<file path="src/rtl/snes_ctrl_pkg.sv">
// Shared constants and button-to-serial-word mapping for the SNES controller port.
package snes_ctrl_pkg;

  localparam int unsigned WORD_W   = 16;
  localparam int unsigned CNT_W    = 5;
  localparam int unsigned BTN_W    = 12;
  localparam int unsigned NUM_PADS = 4;

  localparam logic [CNT_W-1:0] CNT_FULL = CNT_W'(WORD_W);

  // Bit positions inside the 12-bit JOYn button vectors
  localparam int unsigned BTN_RIGHT  = 0;
  localparam int unsigned BTN_LEFT   = 1;
  localparam int unsigned BTN_DOWN   = 2;
  localparam int unsigned BTN_UP     = 3;
  localparam int unsigned BTN_A      = 4;
  localparam int unsigned BTN_B      = 5;
  localparam int unsigned BTN_X      = 6;
  localparam int unsigned BTN_Y      = 7;
  localparam int unsigned BTN_L      = 8;
  localparam int unsigned BTN_R      = 9;
  localparam int unsigned BTN_SELECT = 10;
  localparam int unsigned BTN_START  = 11;

  // Serial order as the console reads it, MSB first, followed by a zero ID nibble
  function automatic logic [WORD_W-1:0] pad_word(input logic [BTN_W-1:0] joy);
    return {joy[BTN_B], joy[BTN_Y], joy[BTN_SELECT], joy[BTN_START],
            joy[BTN_UP], joy[BTN_DOWN], joy[BTN_LEFT], joy[BTN_RIGHT],
            joy[BTN_A], joy[BTN_X], joy[BTN_L], joy[BTN_R], 4'b0000};
  endfunction

endpackage

</file>
<file path="src/rtl/snes_pad_shifter.sv">
// One pad's parallel-load / shift-left register; serial output is the MSB.
module snes_pad_shifter
  import snes_ctrl_pkg::*;
(
  input  logic              clk,
  input  logic              rst_n,
  input  logic              load,
  input  logic [WORD_W-1:0] load_val,
  input  logic              shift,
  output logic              ser_o
);

  logic [WORD_W-1:0] data_q;
  logic [WORD_W-1:0] data_d;

  // Load has priority over shift
  always_comb begin
    data_d = data_q;
    if (load) begin
      data_d = load_val;
    end else if (shift) begin
      data_d = {data_q[WORD_W-2:0], 1'b0};
    end
  end

  always_ff @(posedge clk or negedge rst_n) begin
    if (!rst_n) begin
      data_q <= '1;
    end else begin
      data_q <= data_d;
    end
  end

  assign ser_o = data_q[WORD_W-1];

endmodule

</file>
<file path="src/rtl/snes_multitap.sv">
// Four-pad SNES multitap: pair-selected serial readout with per-pair bit counters.
module snes_multitap
  import snes_ctrl_pkg::*;
(
  input  logic             CLK,
  input  logic             RESET_N,
  input  logic             PORT_LATCH,
  input  logic             PORT_CLK,
  input  logic             PORT_SEL,
  input  logic [BTN_W-1:0] JOY1,
  input  logic [BTN_W-1:0] JOY2,
  input  logic [BTN_W-1:0] JOY3,
  input  logic [BTN_W-1:0] JOY4,
  input  logic [3:0]       PAD_CONNECTED,
  input  logic             MULTITAP_EN,
  output logic [1:0]       PORT_DO,
  output logic [1:0]       READ_DONE
);

  logic [1:0]       rst_sync_q;
  logic [1:0]       rst_sync_d;
  logic             rst_n;
  logic             port_clk_q;
  logic             port_clk_d;
  logic [CNT_W-1:0] cnt_a_q;
  logic [CNT_W-1:0] cnt_a_d;
  logic [CNT_W-1:0] cnt_b_q;
  logic [CNT_W-1:0] cnt_b_d;
  logic [1:0]       port_do_q;
  logic [1:0]       port_do_d;
  logic [1:0]       read_done_q;
  logic [1:0]       read_done_d;

  logic              clk_step;
  logic              shift_a;
  logic              shift_b;
  logic              done_a;
  logic              done_b;
  logic              line_a1;
  logic              line_a2;
  logic              line_b3;
  logic              line_b4;
  logic [NUM_PADS-1:0] pad_shift;
  logic [NUM_PADS-1:0] pad_msb;
  logic [BTN_W-1:0]    joy      [NUM_PADS];
  logic [WORD_W-1:0]   load_val [NUM_PADS];

  // Reset asserts immediately, releases two CLK edges later
  assign rst_sync_d = {rst_sync_q[0], 1'b1};

  always_ff @(posedge CLK or negedge RESET_N) begin
    if (!RESET_N) begin
      rst_sync_q <= 2'b00;
    end else begin
      rst_sync_q <= rst_sync_d;
    end
  end

  assign rst_n = rst_sync_q[1];

  // Latch dominates: no shifting or counting while it is high
  assign port_clk_d = PORT_CLK;
  assign clk_step   = PORT_CLK & ~port_clk_q & ~PORT_LATCH;
  assign shift_a    = clk_step & (~MULTITAP_EN | PORT_SEL);
  assign shift_b    = clk_step & MULTITAP_EN & ~PORT_SEL;
  assign pad_shift  = {shift_b, shift_b, shift_a & MULTITAP_EN, shift_a};

  // Shift registers hold the active-low word; absent pads read as released
  always_comb begin
    joy[0] = JOY1;
    joy[1] = JOY2;
    joy[2] = JOY3;
    joy[3] = JOY4;
    for (int n = 0; n < NUM_PADS; n++) begin
      load_val[n] = PAD_CONNECTED[n] ? ~pad_word(joy[n]) : '1;
    end
  end

  for (genvar g = 0; g < NUM_PADS; g++) begin : g_pad
    snes_pad_shifter u_shifter (
      .clk      (CLK),
      .rst_n    (rst_n),
      .load     (PORT_LATCH),
      .load_val (load_val[g]),
      .shift    (pad_shift[g]),
      .ser_o    (pad_msb[g])
    );
  end

  assign done_a = (cnt_a_q == CNT_FULL);
  assign done_b = (cnt_b_q == CNT_FULL);

  // Per-pair bit counters, saturating once the full word has been read
  always_comb begin
    cnt_a_d = cnt_a_q;
    cnt_b_d = cnt_b_q;
    if (PORT_LATCH) begin
      cnt_a_d = '0;
      cnt_b_d = '0;
    end else begin
      if (shift_a && !done_a) cnt_a_d = cnt_a_q + CNT_W'(1);
      if (shift_b && !done_b) cnt_b_d = cnt_b_q + CNT_W'(1);
    end
  end

  assign read_done_d = {cnt_b_d == CNT_FULL, cnt_a_d == CNT_FULL};

  // Data lines go low once a pair has delivered all of its bits
  assign line_a1 = pad_msb[0] & ~done_a;
  assign line_a2 = pad_msb[1] & ~done_a;
  assign line_b3 = pad_msb[2] & ~done_b;
  assign line_b4 = pad_msb[3] & ~done_b;

  // D1 low during latch is the multitap presence signature
  always_comb begin
    port_do_d = {1'b1, line_a1};
    if (MULTITAP_EN) begin
      port_do_d[0] = PORT_SEL ? line_a1 : line_b3;
      port_do_d[1] = PORT_LATCH ? 1'b0 : (PORT_SEL ? line_a2 : line_b4);
    end
  end

  always_ff @(posedge CLK or negedge rst_n) begin
    if (!rst_n) begin
      port_clk_q  <= 1'b0;
      cnt_a_q     <= '0;
      cnt_b_q     <= '0;
      port_do_q   <= 2'b11;
      read_done_q <= 2'b00;
    end else begin
      port_clk_q  <= port_clk_d;
      cnt_a_q     <= cnt_a_d;
      cnt_b_q     <= cnt_b_d;
      port_do_q   <= port_do_d;
      read_done_q <= read_done_d;
    end
  end

  assign PORT_DO   = port_do_q;
  assign READ_DONE = read_done_q;

endmodule

</file>
<file path="config.mk">
export PLATFORM = sky130hd
export DESIGN_NAME = snes_multitap
export DESIGN_NICKNAME = d
export VERILOG_FILES = /design/src/rtl/snes_ctrl_pkg.sv /design/src/rtl/snes_pad_shifter.sv /design/src/rtl/snes_multitap.sv
export SDC_FILE = /design/constraint.sdc
export NUM_CORES = 1
export LEC_CHECK = 0
export BUFFER_PORTS_ARGS = -buffer_cell sky130_fd_sc_hd__buf_4
export CORE_ASPECT_RATIO = 0.8
export CORE_MARGIN = 8
export CORE_UTILIZATION = 35
export CTS_BUF_LIST = sky130_fd_sc_hd__clkbuf_4 sky130_fd_sc_hd__clkbuf_8 sky130_fd_sc_hd__clkbuf_16
export DETAILED_ROUTE_END_ITERATION = 10
export PLACE_DENSITY = 0.64
export SYNTH_ARGS = -nofsm -noshare
export SYNTH_HDL_FRONTEND = slang
export SYNTH_SLANG_ARGS = --single-unit
</file>
<file path="constraint.sdc">
create_clock -name CLK -period 7 [get_ports CLK]
set_clock_uncertainty 0.2 [all_clocks]
set_input_delay 0.7 -clock CLK [delete_from_list [all_inputs] [get_ports CLK]]
set_output_delay 0.7 -clock CLK [all_outputs]
set_load 0.1 [all_outputs]
</file>
==> impl_metrics.yaml <==
outcome:
  status: "complete, no violations"
final_layout:
  drive_gt1_share_pct: 37.97
  multi_input_area_um2: 1453
  regArea_um2: 2006
  nets: 452
  filler_cell_count: 968
  syn_to_final_growth_pct: 23.56
  fin_area_um2: 4436
  diodes: 0
synth:
  syn_inst: 339
  yosysWarnings: 0
  ys_types: 44
  synth-edff-count: 0
  ys_seq_elements: 77
  yosys_most_used_dff: "dfstp_2"
  synth_nets: 401
  syn_area_per_cell_um2: 10.59
  ys_seq_area_share_pct: 55.84
  netlist_area_um2: 3590
  yosysTopAreaCellShare_pct: 45.38
  synthTopCellsByArea: "dfstp_2 (45%), dfrtp_1 (10%), nand2_1 (9.1%)"
  synth_top_area_cell: "dfstp_2"
  async_flop_share_pct: 100.0
cts:
  clk_latency_ns: 0.34
  cts_root_buf: "clkbuf_16"
  ctsResizeCount: 0
  cts.clk_slew.worst_paths_ns: 0.06
  cts_buffer_depth: 2
  htreeDepth: 3
  cts_made_buffers: 9
  cts.sinks: 77
  cts_tree: "built"
pwr:
  p_leak_uw: 0.001992
  p_per_area_nw_per_um2: 245.3
  total_power_uw: 1088
  ir_drop_mv: 0.1101
grt:
  gr-usage-all-layers_pct: 12.64
  grt_start_max_net_pins: 76
  antenna_found_initial: 0
  grt_pass1_vias: 2824
  grt.overflow.total: 0
  grt_pass1_wl_um: 13880
critical_path:
  crit_required_ns: 7.03
  cp.arrival_ns: 2.53
  cp_slowest_cell: "nand3_1"
  path_cells: "buf_4 -> nor3b_4 -> nand3_1 -> mux2i_1 -> a22oi_1"
  crit_type: "in -> reg"
  critPathLaunchType: "primary input"
  endpoint_kind: "register"
  path_max_fanout: 30
  max_stage_delay_ns: 0.74
sta:
  slew_headroom_pct: 29.55
  holdWs_ns: 0.1486
  report.final.slew_viol_count: 0
  max_slew.worst_pin.slew_ns: 1.056
  layout_min_cycle_time_ns: 2.494
  setup_viol: 0
  fin_crit_sh_pct: 35.63
  hold_violations: 0
  finalSetupTns_ns: 0
  rsz0062_at_grt: "no"
  fmax_ghz: 0.4010
die:
  placementRows: 33
  die_w_um: 129.2
  core_um2: 10120
  dieArea_um2: 13770
  io_pins: 62
  start_util_pct: 35.49
  die_height_um: 106.6
routing:
  antenna_left: 0
  routedWlPerCell_um: 15.20
  via_per_inst: 5.168
  drt_pre_antenna_iters: 4
  drc: 0
  via_count: 2765
  drt-initial-drc-count: 152
  finalWirelength_um: 8134
place:
  port_buffers: 61
  place_congestion: 0.8266
  placed_area_um2: 4125
  dp_hpwl_um: 5501
worst_hold_path:
  worstHoldPathType: "reg -> reg"
job:
  max_cap_violations: 0
==> through the flow <==
stage               setup WS (ns)  cells  util [%]
floorplan                   4.605    339         -
global placement            4.211    518     40.78
detailed placement          4.137    518     40.78
finish                      4.506    535     43.85
global route                4.251    535     43.85
CTS                         4.515    535     43.85
==> final timing paths <==
| path | from | endpoint | slack (ns) | depth (start not counted) |
|---|---|---|---|---|
| max | PORT_LATCH | g_pad[1].u_shifter.data_q[5] | 4.51 | 5 |
| min | rst_sync_q[0] | rst_sync_q[1] | 0.15 | 0 |
| max reg2reg | port_clk_q | g_pad[2].u_shifter.data_q[4] | 4.68 | 4 |
| min reg2reg | rst_sync_q[0] | rst_sync_q[1] | 0.15 | 0 |
| max in group asynchronous | rst_sync_q[1] | cnt_a_q[4] | 5.73 | 1 |
| min in group asynchronous | rst_sync_q[1] | cnt_b_q[4] | 0.29 | 1 |
==> cell usage in the layout, fill, tap and decap left out, types with 2 or more instances in the layout <==
cell / n
nand2_1: 87
buf_4: 63
dfstp_2: 62
a32oi_1: 33
mux2i_1: 18
nor2_1: 17
dfrtp_1: 14
a22oi_1: 11
nand3_1: 9
clkbuf_16: 9
a21oi_1: 6
and3_1: 6
inv_1: 5
and2_1: 4
ha_1: 4
nand4bb_1: 3
o21ai_0: 3
a31oi_1: 3
nor2b_1: 2
o31ai_1: 2
xnor2_1: 2
nor3b_1: 2
clkbuf_4: 2
==> critical path, delay by kind of cell <==
kind | cells | cell delay, ns
simple gates | 2 | 1.10
mux | 1 | 0.39
buf+inv | 1 | 0.21
compound gates | 1 | 0.11
==> synth_stat cells (2+ instances only) <==
master / n
ha_1: 4
dfstp_2: 62
o21ai_0: 3
a22oi_1: 11
clkbuf_1: 15
dfrtp_1: 15
nor2b_1: 2
a31oi_1: 3
and2_1: 4
a32oi_1: 33
buf_2: 7
nand2_1: 87
nor3b_1: 2
and3_1: 6
inv_1: 5
nor2_1: 17
nand4bb_1: 3
a21oi_1: 6
mux2i_1: 18
o31ai_1: 2
buf_6: 2
nand3_1: 9
xnor2_1: 2
==> where the power goes <==
group	switching [uW]	leakage (uW)	internal (uW)
logic	61.4	0.000991	49.0
clock network	180	0.000147	285
registers	16.0	0.000855	496
==> logic make-up (layout without fill, tap and decap cells) <==
family	after synthesis	in the layout	share of synthesized area [%]
compound gates	63	63	13.77
xor+xnor	3	3	0.7321
fa+ha+maj	4	4	1.394
buf+inv	29	85	3.694
flops	77	77	55.84
mux	19	19	5.333
other cells	1	1	0.1045
simple gates	143	143	19.14
==> sequential cells by signal (all words and copies together) (netlist names) <==
register                flops
g_pad.u_shifter.data_q     60
cnt_a_q                     5
rst_sync_q                  2
port_clk_q                  1
PORT_DO                     2
READ_DONE                   2
cnt_b_q                     5
==> layout make-up <==
class,count,area share (%)
Timing Repair Buffer,64,10.89
Clock buffer,11,5.416
Tap cell,140,3.949
Multi-Input combinational cell,233,32.75
Inverter,5,0.4231
Clock inverter,5,1.354
Sequential cell,77,45.22
==> timing repair <==
item	CTS	global route
hold buffers	1	0
endpoints found under the setup margin	0	0
hold endpoints to repair	2	0
setup buffers	0	0
==> metal layers <==
metal	up-vias	global-route usage [%]	part of all wire [%]
li1	1313	-	-
met1	1373	16.13	45
met2	70	19.12	47
met3	9	5.010	6.6
met4	0	4.268	1.5
met5	-	0	0
Note: power is estimated with default switching activity, not from simulation.
